[config.mk]
export PLATFORM = sky130hd
export DESIGN_NAME = encoder_8to3_seq
export DESIGN_NICKNAME = d
export VERILOG_FILES = /design/src/rtl/encoder_8to3_seq.sv
export SDC_FILE = /design/constraint.sdc
export NUM_CORES = 1
export LEC_CHECK = 0
export ABC_CLOCK_PERIOD_IN_PS = 1420
export CORE_ASPECT_RATIO = 1.1
export CORE_MARGIN = 2
export CORE_UTILIZATION = 45
export DETAILED_ROUTE_END_ITERATION = 6
export GPL_ROUTABILITY_DRIVEN = 0
export PLACE_DENSITY = 0.76
export SETUP_SLACK_MARGIN = 0.15
export SKIP_CTS_REPAIR_TIMING = 1
export SYNTH_ARGS = -nofsm -noshare
export SYNTH_HDL_FRONTEND = slang
export SYNTH_SLANG_ARGS = --single-unit
[constraint.sdc]
create_clock -name clk -period 1.42 [get_ports clk]
set_input_delay 0.142 -clock clk [delete_from_list [all_inputs] [get_ports clk]]
set_output_delay 0.142 -clock clk [all_outputs]
set_load 0.01 [all_outputs]
[src/rtl/encoder_8to3_seq.sv]
// Sequential 8-to-3 priority encoder: captures a request vector on load and
// emits each set bit's index once over a valid/ready handshake.
module encoder_8to3_seq #(
  parameter int unsigned PRIO_HIGH = 0
) (
  input  logic       clk,
  input  logic       rst_n,
  input  logic [7:0] d,
  input  logic       load,
  input  logic       ready,
  output logic [2:0] s,
  output logic       valid,
  output logic       busy,
  output logic       done,
  output logic       zero,
  output logic       ovf
);

  typedef enum logic [0:0] {StIdle, StServe} state_e;

  state_e     state_q, state_d;
  logic [7:0] pend_q, pend_d;
  logic [2:0] s_q, s_d;
  logic       valid_q, valid_d;
  logic       busy_q, busy_d;
  logic       done_q, done_d;
  logic       zero_q, zero_d;
  logic       ovf_q, ovf_d;

  // Index of the set bit to serve next; the last match in scan order wins.
  function automatic logic [2:0] pick(input logic [7:0] v);
    logic [2:0] idx;
    idx = '0;
    for (int i = 0; i < 8; i++) begin
      if (PRIO_HIGH != 0) begin
        if (v[i]) idx = 3'(i);
      end else begin
        if (v[7-i]) idx = 3'(7 - i);
      end
    end
    return idx;
  endfunction

  always_comb begin
    state_d = state_q;
    pend_d  = pend_q;
    s_d     = s_q;
    valid_d = valid_q;
    busy_d  = busy_q;
    done_d  = 1'b0;
    zero_d  = 1'b0;
    ovf_d   = 1'b0;
    unique case (state_q)
      StIdle: begin
        if (load) begin
          if (d != 8'h00) begin
            pend_d  = d;
            state_d = StServe;
            s_d     = pick(d);
            valid_d = 1'b1;
            busy_d  = 1'b1;
          end else begin
            zero_d = 1'b1;
          end
        end
      end
      StServe: begin
        // Loads are only taken in idle, including on the final acceptance.
        ovf_d = load;
        if (ready) begin
          pend_d = pend_q & ~(8'b1 << s_q);
          if (pend_d == 8'h00) begin
            state_d = StIdle;
            s_d     = 3'b000;
            valid_d = 1'b0;
            busy_d  = 1'b0;
            done_d  = 1'b1;
          end else begin
            s_d = pick(pend_d);
          end
        end
      end
      default: state_d = StIdle;
    endcase
  end

  always_ff @(posedge clk) begin
    if (!rst_n) begin
      state_q <= StIdle;
      pend_q  <= 8'h00;
      s_q     <= 3'b000;
      valid_q <= 1'b0;
      busy_q  <= 1'b0;
      done_q  <= 1'b0;
      zero_q  <= 1'b0;
      ovf_q   <= 1'b0;
    end else begin
      state_q <= state_d;
      pend_q  <= pend_d;
      s_q     <= s_d;
      valid_q <= valid_d;
      busy_q  <= busy_d;
      done_q  <= done_d;
      zero_q  <= zero_d;
      ovf_q   <= ovf_d;
    end
  end

  assign s     = s_q;
  assign valid = valid_q;
  assign busy  = busy_q;
  assign done  = done_q;
  assign zero  = zero_q;
  assign ovf   = ovf_q;

endmodule

# ---- Yosys cells after proc, flatten, opt, wreduce, memory -nomap -nowiden
# Index checks and enable logic that the tools add are counted.
dict set report totals {
  reg_bits 16
  inputBits 12
  output_inout_bits 8
  elab_cells 61
}
dict set report classes {
  eq_ne 4
  n_shift 1
  n_mux 37
  n_bitwise 5
  n_reduce_logical 7
}
# cell count
set ops {}
lappend ops {{$mux 3} 20}
lappend ops {{$mux 8} 3}
lappend ops {{$pmux 8 s2} 1}
lappend ops {{$mux 1} 10}
lappend ops {{$and 8x8->8} 1}
lappend ops {{$logic_not 8->1} 1}
lappend ops {{$not 8->8} 1}
lappend ops {{$reduce_bool 8->1} 1}
lappend ops {{$shl 1x3->8 const A} 1}
lappend ops {{$ne 2x2->1 const B} 3}
lappend ops {{$pmux 3 s2} 1}
lappend ops {{$reduce_and 3->1} 2}
lappend ops {{$pmux 1 s2} 2}
lappend ops {{$reduce_and 4->1} 1}
lappend ops {{$not 1->1} 3}
lappend ops {{$reduce_or 3->1} 1}
lappend ops {{$ne 2x1->1 const B} 1}
lappend ops {{$reduce_and 2->1} 1}

# ---- Longest topological paths before layout
# Gate-level depths: netlist (run 1).
dict set report depth {
  ltp_word 14
  ltp_mapped 6
  ltp_nobuf 5
}

# ---- Worst setup path after synthesis (run 1)
# OpenSTA, ideal clock, no wires.
dict set report synth_path {
  kind {flip-flop to flip-flop}
  from {register s_q[0], in the netlist s[0]}
  to {register done_q, in the netlist done}
  setup_time_ns 0.073
  arrival_time_ns 1.519
  t_required_ns 1.347
  setup_slack_ns -0.173
  stages_incl_launch_ff 6
  period_less_slack_ns 1.593
  path_cell_list {dfxtp_1 -> mux2_4 -> o32ai_2 -> o31a_1 -> and3_4 -> nor3b_2}
}
dict set report synth_via {
  elab_chain_cells 5
}
# element line
set synth_lines {}
lappend synth_lines {{start, declared} 23} ;# logic [2:0] s_q, s_d;
lappend synth_lines {{start signal, assigned} 91} ;# s_q <= 3'b000;
lappend synth_lines {{start signal, assigned} 100} ;# s_q <= s_d;
lappend synth_lines {{$shl 1x3->8} 71} ;# pend_d = pend_q & ~(8'b1 << s_q);
lappend synth_lines {{$not 8->8} 71}
lappend synth_lines {{$and 8x8->8} 71}
lappend synth_lines {{$logic_not 8->1} 72} ;# if (pend_d == 8'h00) begin
lappend synth_lines {{$mux 1} 72}
lappend synth_lines {{end signal, assigned} 103} ;# done_q <= done_d;
lappend synth_lines {{end, declared} 26} ;# logic done_q, done_d;
# Every way passes these cells.
# A chain may end at the register's enable or synchronous reset.

# ---- Final worst setup path (run 1)
dict set report layout_path {
  from {register s_q[0], in the netlist s[0]}
  to {register busy_q, in the netlist busy}
}
dict set report layout_via {
  elab_chain_cells 6
}
# element line
set layout_lines {}
lappend layout_lines {{$shl 1x3->8} 71}
lappend layout_lines {{$not 8->8} 71}
lappend layout_lines {{$and 8x8->8} 71}
lappend layout_lines {{$logic_not 8->1} 72}
lappend layout_lines {{$ne 2x1->1 (no line)} --}
lappend layout_lines {{$reduce_and 4->1 (no line)} --}
lappend layout_lines {{end signal, assigned} 102} ;# busy_q <= busy_d;
lappend layout_lines {{end, declared} 25} ;# logic busy_q, busy_d;
# Every way passes these cells.

==> flow_summary.json, run 1 <==
{
  "status": "finished, violations left",
  "failed_checks": "setup timing",
  "maxSlewHeadroom_pct": 75.9,
  "ys_seq_area_share_pct": 31.1,
  "pwr-share-comb_pct": 43.4,
  "final_area_sq_um": 1690,
  "drc": 0,
  "grt_pass1_vias": 1152,
  "finalHoldViolCount": 0,
  "drive_gt1_share_pct": 36.8,
  "multi_input_area_sq_um": 741,
  "p_leak_nw": 0.849,
  "yosys.area.top_type": "dfxtp_1",
  "async_flop_share_pct": 0,
  "rrSetupSlack_ns": -0.23,
  "initial_core_util_pct": 46.7,
  "port_buffers": 19,
  "drt_iter0_markers": 76,
  "diodes": 0,
  "p_sw_mw": 0.509,
  "ys_types": 48,
  "dp.final_hpwl_um": 2350,
  "worstSetupPathType": "reg -> reg",
  "die_w_um": 49.6,
  "cts_root_buffer": "clkbuf_4",
  "core_sq_um": 2210,
  "antenna_found_initial": 0,
  "slowest_stage": "dfxtp_4",
  "period_share_pct": 116,
  "clkSinkCount": 16,
  "hold-path-cell-count": 3,
  "rsz0062_at_grt": "yes",
  "setup_viol": 7,
  "synth_top_area_share_pct": 31.1,
  "clock_latency_ns": 0.30,
  "crit_family": "compound AO/OA/AOI/OAI gates",
  "grt_max_degree": 11,
  "dieArea_sq_um": 2690,
  "syn_to_final_growth_pct": 64.2,
  "cts_tree": "done",
  "maxSlewViolCount": 0,
  "crit_path_max_incr_delay_ns": 0.39,
  "crit_required_ns": 1.59,
  "nets": 195,
  "layout_setup_ws_ns": -0.234,
  "avgRoutedWirePerCell_um": 16.7,
  "crit_cells": 5,
  "clockPowerShare_pct": 21.1,
  "clk_pin_slew_ns": 0.09,
  "tightest_slew_ns": 0.358,
  "cp-start-kind": "flip-flop",
  "numCtsBuffers": 3,
  "final_core_util_pct": 76.6,
  "fin_skew_ns": 0.00137,
  "crit_chain": "mux2_4, o32ai_4, o31a_1, and3_4, a31oi_1",
  "intPower_mw": 0.968,
  "avgSynthCellArea_sq_um": 8.04,
  "seqPwrFrac_pct": 35.5,
  "synth_edf_count": 0,
  "hold_class": "in -> reg",
  "detail-route-antenna-nets": 0,
  "ff2ff_path_depth": 5,
  "synthCells": 128,
  "arrival_ns": 1.82,
  "max_freq_mhz": 605,
  "yosys_most_used_dff": "dfxtp_1",
  "rows": 18,
  "grt.total_usage_pct": 24.6,
  "die_y_um": 54.2,
  "fillers": 166,
  "period_needed_ns": 1.65,
  "synth_area_leaders": "dfxtp_1 (31%), a21oi_1 (8.3%), o21ai_0 (4.4%), nand2_1 (4.0%), o32ai_2 (3.2%)",
  "ios": 20,
  "overflow": 0,
  "seqCellArea_sq_um": 330,
  "final_common_cell": "buf_4",
  "ys_seq_elements": 16,
  "viasPerCell": 5.91,
  "dpl_cell_area_sq_um": 1500,
  "grt_first_pass_wirelength_um": 4990,
  "switching_share_pct": 34.4,
  "layout_common_cells": "buf_4 (32), a21oi_1 (17), dlymetal6s2s_1 (15), dfxtp_1 (12), nand2_1 (11)",
  "synth_warnings": 0,
  "critPathBufInv": 0,
  "critPathCaptureType": "flip-flop",
  "dpl.cell_count": 205,
  "crit_fanout": 4,
  "syn_nets": 140,
  "firstDrtPassIters": 5,
  "synth_area_sq_um": 1030,
  "stdcell_count": 212,
  "maxCapViolations": 0,
  "cellPowerDensity_nw_per_um2": 873,
  "cts_max_level": 1,
  "finalWirelength_um": 3540,
  "vias": 1253,
  "cts_buffer_depth": 2,
  "ir_drop_mv": 0.789
}
## final timing paths
| kind | startpoint | endpoint |
|---|---|---|
| min reg2reg | pend_q[0] | pend_q[0] |
| min | d[1] | zero |
| max reg2reg | s[0] | busy |
| max | s[0] | busy |
## routing by layer
layer	global-route usage, %	vias to the layer above	part of all wire (%)	wire, um
met4	13.9	0	4.9	172
li1	-	592	-	-
met1	30.2	573	40	1430
met2	42.7	66	50	1760
met5	0	-	0	0
met3	2.50	22	4.9	174
## power groups by stage
stage	Combinational (mW)	Clock [mW]	Sequential, mW
3_3_place_gp	0.538	0	0.527
5_1_grt	0.683	0.332	0.530
6_report	0.640	0.312	0.524
4_1_cts	0.556	0.314	0.519
2_1_floorplan	0.286	0	0.533
3_5_place_dp	0.553	0	0.529
## sequential cells by signal, indices dropped and copies added, names as in the netlist
register,cells
pend_q,8
busy,1
state_q,1
done,1
s,3
ovf,1
zero,1
## cell type report
cell class	instances	area share, %
inverters	7	1.78
flip-flops and latches	16	19.5
clock buffers	4	2.15
well taps	30	2.22
repair inverters	1	0.296
repair buffers	54	30.2
multi-input cells	100	43.8
## worst register-to-register path, stage by stage, from the launching register on
cell	delay [ns]
dfxtp_4	0.39
mux2_4	0.31
o32ai_4	0.24
o31a_1	0.23
and3_4	0.23
a31oi_1	0.12
## metrics by stage
step | hold WS (ns) | setup TNS, ns | power [mW] | setup WS, ns
after floorplan | 0.249 | -0.283 | 0.819 | -0.0674
after global placement | 0.516 | -3.60 | 1.06 | -0.322
after detailed placement | 0.519 | -4.71 | 1.08 | -0.412
after CTS | 0.452 | -2.07 | 1.39 | -0.224
after global routing | 0.311 | -1.61 | 1.55 | -0.306
final | 0.290 | -1.21 | 1.48 | -0.234
## Yosys cell counts (2+ instances only)
cell	count
nand3_1	2
o32ai_2	2
inv_1	5
nand2_1	11
nor2b_1	4
nor4_2	2
a21oi_1	17
o21ai_0	9
nor3_1	3
nand2b_1	2
a31oi_1	4
o21ai_1	5
dfxtp_1	16
buf_4	2
nor2_1	8
o31ai_1	2
buf_2	2
clkinv_1	2
## cells by family after synthesis
logic type	Yosys count	share of synthesized area (%)
multiplexers	2	2.55
AND/OR/NAND/NOR	44	25.5
AO/OA/AOI/OAI	53	34.4
buffers and inverters	13	6.44
flip-flops	16	31.1
No activity file was read; power rests on OpenSTA's default activity.
==> run 2: changes to the inputs <==
--- a/config.mk
+++ b/config.mk
@@ -5,10 +5,11 @@
 export SDC_FILE = /design/constraint.sdc
 export NUM_CORES = 1
 export LEC_CHECK = 0
-export ABC_CLOCK_PERIOD_IN_PS = 1420
+export ABC_CLOCK_PERIOD_IN_PS = 1400
 export CORE_ASPECT_RATIO = 1.1
 export CORE_MARGIN = 2
 export CORE_UTILIZATION = 45
+export CTS_CLUSTER_DIAMETER = 150
 export DETAILED_ROUTE_END_ITERATION = 6
 export GPL_ROUTABILITY_DRIVEN = 0
 export PLACE_DENSITY = 0.76
==> constraint.sdc (replaced) <==
create_clock -name clk -period 1.4 [get_ports clk]
set_input_delay 0.28 -clock clk [delete_from_list [all_inputs] [get_ports clk]]
set_output_delay 0.28 -clock clk [all_outputs]
set_load 0.01 [all_outputs]
==> run 2 against run 1 <==
Effect of this change: critical path depth did not move; largest cell class unchanged; routed wire length decreased by 2.4%; sequential power increased by 2%; clock skew up 0.0045 ns; worst hold slack lost 0.032 ns; final area increased by 0.74%; the run still ends with setup timing left; flip-flop and latch count unchanged; utilization is 0.57 points higher; global-route usage shrank 0.39 points; highest routed layer unchanged; critical endpoint is now done.
==> flow_summary.json, run 2 (synthesis gave the netlist of run 1 again) <==
{
  "max_freq_mhz": 614,
  "worst_hold_slack_ns": 0.258,
  "critPathCaptureType": "flip-flop",
  "regMostFlops": "pend_q",
  "pwr-share-comb_pct": 43.3,
  "cts_tree": "done",
  "clockPowerShare_pct": 20.8,
  "rsz0062_at_grt": "yes",
  "crit_chain": "mux2_4, o32ai_4, o31a_1, and3_4, nor3b_2",
  "grt_pass1_vias": 1126,
  "final_common_cell": "buf_4",
  "cp-endpoint": "done",
  "cts_max_level": 1,
  "crit_family": "compound AO/OA/AOI/OAI gates",
  "finalHoldViolCount": 0,
  "layout_setup_ws_ns": -0.228,
  "drc": 0,
  "maxCapViolations": 0,
  "pre_cts_slack_ns": -0.402,
  "cts_root_buffer": "clkbuf_4",
  "vias": 1232,
  "syn_to_final_growth_pct": 65.4,
  "stdcell_count": 213,
  "overflow": 0,
  "crit_required_ns": 1.63,
  "ios": 20,
  "slowest_stage": "dfxtp_4",
  "r2r_start": "s[0]",
  "diodes": 0,
  "r2r-end": "done",
  "critPathBufInv": 0,
  "tightest_slew_ns": 0.384,
  "final_area_sq_um": 1700,
  "die_w_um": 49.6,
  "hold_class": "in -> reg",
  "grt.total_usage_pct": 24.2,
  "status": "finished, violations left",
  "crit_cells": 5,
  "drt_iter0_markers": 36,
  "firstDrtPassIters": 4,
  "viasPerCell": 5.78,
  "drive_gt1_share_pct": 41.5,
  "rows": 18,
  "initial_core_util_pct": 46.7,
  "dpl.cell_count": 207,
  "ff2ff_path_depth": 5,
  "crit_path_max_incr_delay_ns": 0.39,
  "cp-start-kind": "flip-flop",
  "rrSetupSlack_ns": -0.23,
  "failed_checks": "setup timing",
  "worstSetupPathType": "reg -> reg",
  "crit_fanout": 6,
  "dpl_cell_area_sq_um": 1540,
  "p_leak_nw": 0.832,
  "final_core_util_pct": 77.2,
  "clkSinkCount": 16,
  "period_share_pct": 116,
  "largest_reg_flops": 8,
  "port_buffers": 19,
  "clock_latency_ns": 0.29,
  "die_y_um": 54.2,
  "fin_skew_ns": 0.00587,
  "startpoint": "s[0]",
  "core_sq_um": 2210,
  "avgRoutedWirePerCell_um": 16.2,
  "grt_first_pass_wirelength_um": 4890,
  "antenna_found_initial": 0,
  "finalWirelength_um": 3460,
  "seqPwrFrac_pct": 35.9,
  "clk_pin_slew_ns": 0.10,
  "dp.final_hpwl_um": 2410,
  "numCtsBuffers": 3,
  "intPower_mw": 0.977,
  "maxSlewHeadroom_pct": 74.3,
  "grt_max_degree": 11,
  "cellPowerDensity_nw_per_um2": 873,
  "switching_share_pct": 34.3,
  "ir_drop_mv": 0.758,
  "nets": 196,
  "maxSlewViolCount": 0,
  "dieArea_sq_um": 2690,
  "period_needed_ns": 1.63,
  "setup_viol": 6,
  "arrival_ns": 1.86,
  "detail-route-antenna-nets": 0,
  "cts_buffer_depth": 2,
  "layout_common_cells": "buf_4 (31), a21oi_1 (15), dlymetal6s2s_1 (13), dfxtp_1 (12), nand2_1 (11)",
  "p_sw_mw": 0.509
}
==> run 2: changes by cell type in the layout (fill, tap and decap cells not counted), sizes merged <==
cell,previous run,this run
buf,35,38
clkbuf,4,6
clkdlybuf4s50,4,2
dlymetal6s2s,15,13
==> run 2: worst register-to-register path, cell delays in order (launching register included) <==
cell     delay, ns
dfxtp_4       0.39
mux2_4        0.32
o32ai_4       0.25
o31a_1        0.23
and3_4        0.23
nor3b_2       0.15
==> run 2: layer usage <==
| metal | global-route usage (%) | vias to the layer above | wire, um |
|---|---|---|---|
| met5 | 0 | - | 0 |
| met2 | 47.8 | 44 | 1800 |
| met1 | 26.2 | 580 | 1390 |
| met3 | 2.50 | 18 | 138 |
| li1 | - | 590 | - |
| met4 | 11.1 | 0 | 125 |
==> run 2: per-stage QoR <==
step	setup TNS, ns	power, mW
after floorplan	-0.404	0.839
after CTS	-3.03	1.41
after global placement	-4.56	1.09
final	-1.22	1.49
after global routing	-1.55	1.54
after detailed placement	-5.15	1.11
==> run 2: area by class of cell <==
cell class	count	area, sq um
multi-input cells	100	752
repair buffers	55	507
fillers	172	504
flip-flops and latches	16	333
well taps	30	37.5
clock buffers	4	36.3
inverters	7	30.0
repair inverters	1	7.51
==> run 2: how the worst min path moves through the flow <==
stage,startpoint,to,slack (ns),depth (start not counted)
5_1_grt,load,ovf,0.28,2
6_report,load,ovf,0.26,2
3_3_place_gp,pend_q[0],pend_q[0],0.52,2
2_1_floorplan,ready,busy,0.39,1
4_1_cts,busy,busy,0.57,2
3_5_place_dp,pend_q[0],pend_q[0],0.53,2
==> run 2: power by group through the flow <==
| stage | logic [mW] | clock network (mW) | registers (mW) |
|---|---|---|---|
| after global placement | 0.554 | 0 | 0.537 |
| after floorplan | 0.298 | 0 | 0.541 |
| after global routing | 0.686 | 0.321 | 0.537 |
| after detailed placement | 0.569 | 0 | 0.539 |
| after CTS | 0.573 | 0.311 | 0.528 |
| final | 0.643 | 0.309 | 0.533 |
==> patch (config.mk and constraints of run 1) <==
Remove the register `ovf_q`: a continuous assignment takes its place, so the output `ovf` follows one clock earlier.
--- a/src/rtl/encoder_8to3_seq.sv
+++ b/src/rtl/encoder_8to3_seq.sv
@@ -93,7 +93,6 @@
       busy_q  <= 1'b0;
       done_q  <= 1'b0;
       zero_q  <= 1'b0;
-      ovf_q   <= 1'b0;
     end else begin
       state_q <= state_d;
       pend_q  <= pend_d;
@@ -102,9 +101,10 @@
       busy_q  <= busy_d;
       done_q  <= done_d;
       zero_q  <= zero_d;
-      ovf_q   <= ovf_d;
     end
   end
+
+  assign ovf_q = ovf_d;
 
   assign s     = s_q;
   assign valid = valid_q;
Behaviour: not the same (a bounded check fails within 4 cycles, from zero or initial values and one cycle with rst_n low).
==> patch against run 1 <==
The run still ends with negative setup slack left. Setup slack got worse by 0.056 ns. Clock skew grew 0.0060 ns. Critical path depth is 2 higher. Synthesized area shrank 2.9%. Wire length up 6.5%. Sequential cell count shrank 1. Power decreased by 3.5%. Final area increased by 4.4%. Largest power group unchanged.
==> patch: results (changes against run 1) <==
The number of distinct library cell variants in the gate-level netlist after synthesis is 42 (was 48). The worst slew slack as a fraction of its limit came out at 66.4% (was 75.9%). The category of cells accounting for the largest share of critical-path delay is simple AND/OR/NAND/NOR gates (was compound AO/OA/AOI/OAI gates). The via count of the first global-routing pass is 1145 (was 1152). Violations in the final reports: negative setup slack (unchanged).

The switching share of total power came out at 36.2% (was 34.4%). The total setup violations reported at the end of the flow came out at 6 (was 7). The detailed-routed wire length on met2 is 1930 microns (was 1760 microns).

The hold path depth is 4 (was 3). The total number of vias was 1302 (was 1253). The minimum setup slack in the final design came out at -0.291 ns (was -0.234 ns). The post-synth net total came to 143 (was 140). The final-layout worst hold slack is 0.208 ns (was 0.290 ns).

The overall fraction of global-route tracks in use was 24.9% (was 24.6%). The leakage dissipation came out at 0.850 nW (was 0.849 nW). The number of detailed-routing iterations run before antenna repair came out at 4 (was 5). The worst reg2reg path startpoint is s[2] (was s[0]).

The wire length the detailed router placed on met1 is 1480 microns (was 1430 microns). The fraction of final layout cells with drive strength greater than 1 is 44.8% (was 36.8%). The number of design-rule violations left by the first detailed-router iteration is 51 (was 76).

Most used standard cells in the synthesized netlist: dfxtp_1, nand2_1, nor2_1, o21ai_1, a21boi_1 (was a21oi_1, dfxtp_1, nand2_1, o21ai_0, nor2_1). The met1 track demand over resource in global routing is 26.6% (was 30.2%). The largest net degree at the start of global routing is 16 (was 11). The endpoint of the most critical register-to-register path is s[0] (was busy).

The total placed instance area came to 1470 sq um (was 1500 sq um). The detailed-placement wirelength estimate is 2300 microns (was 2350 microns). The maximum clock skew at final layout is 0.00739 ns (was 0.00137 ns).

The sequential cell area fraction in the yosys report is 30.0% (was 31.1%). The average wire length per cell after detail routing is 17.1 microns (was 16.7 microns). Status: finished with violations (unchanged).
## patch: power by group through the flow
stage | sequential (W) | clock (W) | combinational (W)
after global placement | 0.000508 | 0 | 0.000457
after detailed placement | 0.000511 | 0 | 0.000475
after global routing | 0.000506 | 0.000287 | 0.000700
final | 0.000503 | 0.000264 | 0.000658
after floorplan | 0.000499 | 0 | 0.000252
after CTS | 0.000501 | 0.000253 | 0.000477
## patch: area by class of cell
cell class / count / area share, %
Inverter: 6 / 1.28
Multi-Input combinational cell: 104 / 46.9
Sequential cell: 15 / 17.7
Timing Repair Buffer: 63 / 30.5
Clock inverter: 1 / 0.283
Tap cell: 28 / 1.98
Clock buffer: 3 / 1.28
## patch: cell families (layout without fill, tap and decap cells)
kind of cell	Yosys count	after routing	share of synthesized area [%]
and+or+nand+nor	54	54	30.7
AOI/OAI and AO/OA	48	49	32.7
DFF	15	15	30.0
buffers and inverters	13	73	5.63
muxes	1	1	1.00
## patch: worst register-to-register path, delay by kind of cell (launching register included)
family | cells | cell delay [ns]
flip-flops | 1 | 0.40
AO/OA/AOI/OAI | 2 | 0.42
buffers and inverters | 2 | 0.30
AND/OR/NAND/NOR | 3 | 0.50
## patch: through the flow
stage,TNS (ns),setup WS [ns],std cells
after global routing,-1.82,-0.361,220
after CTS,-3.94,-0.374,210
after detailed placement,-7.06,-0.581,206
after floorplan,-0.556,-0.152,131
after global placement,-6.41,-0.539,206
final,-1.34,-0.291,220
## patch: worst max-delay path by stage
stage               from  slack, ns        end  cells past startpoint
global route        s[2]      -0.36       s[0]                      7
floorplan           s[0]      -0.15       busy                      6
finish              s[2]      -0.29       s[0]                      7
detailed placement  d[6]      -0.58  pend_q[4]                      6
CTS                 s[2]      -0.37       busy                      5
global placement    d[6]      -0.54       s[1]                      6
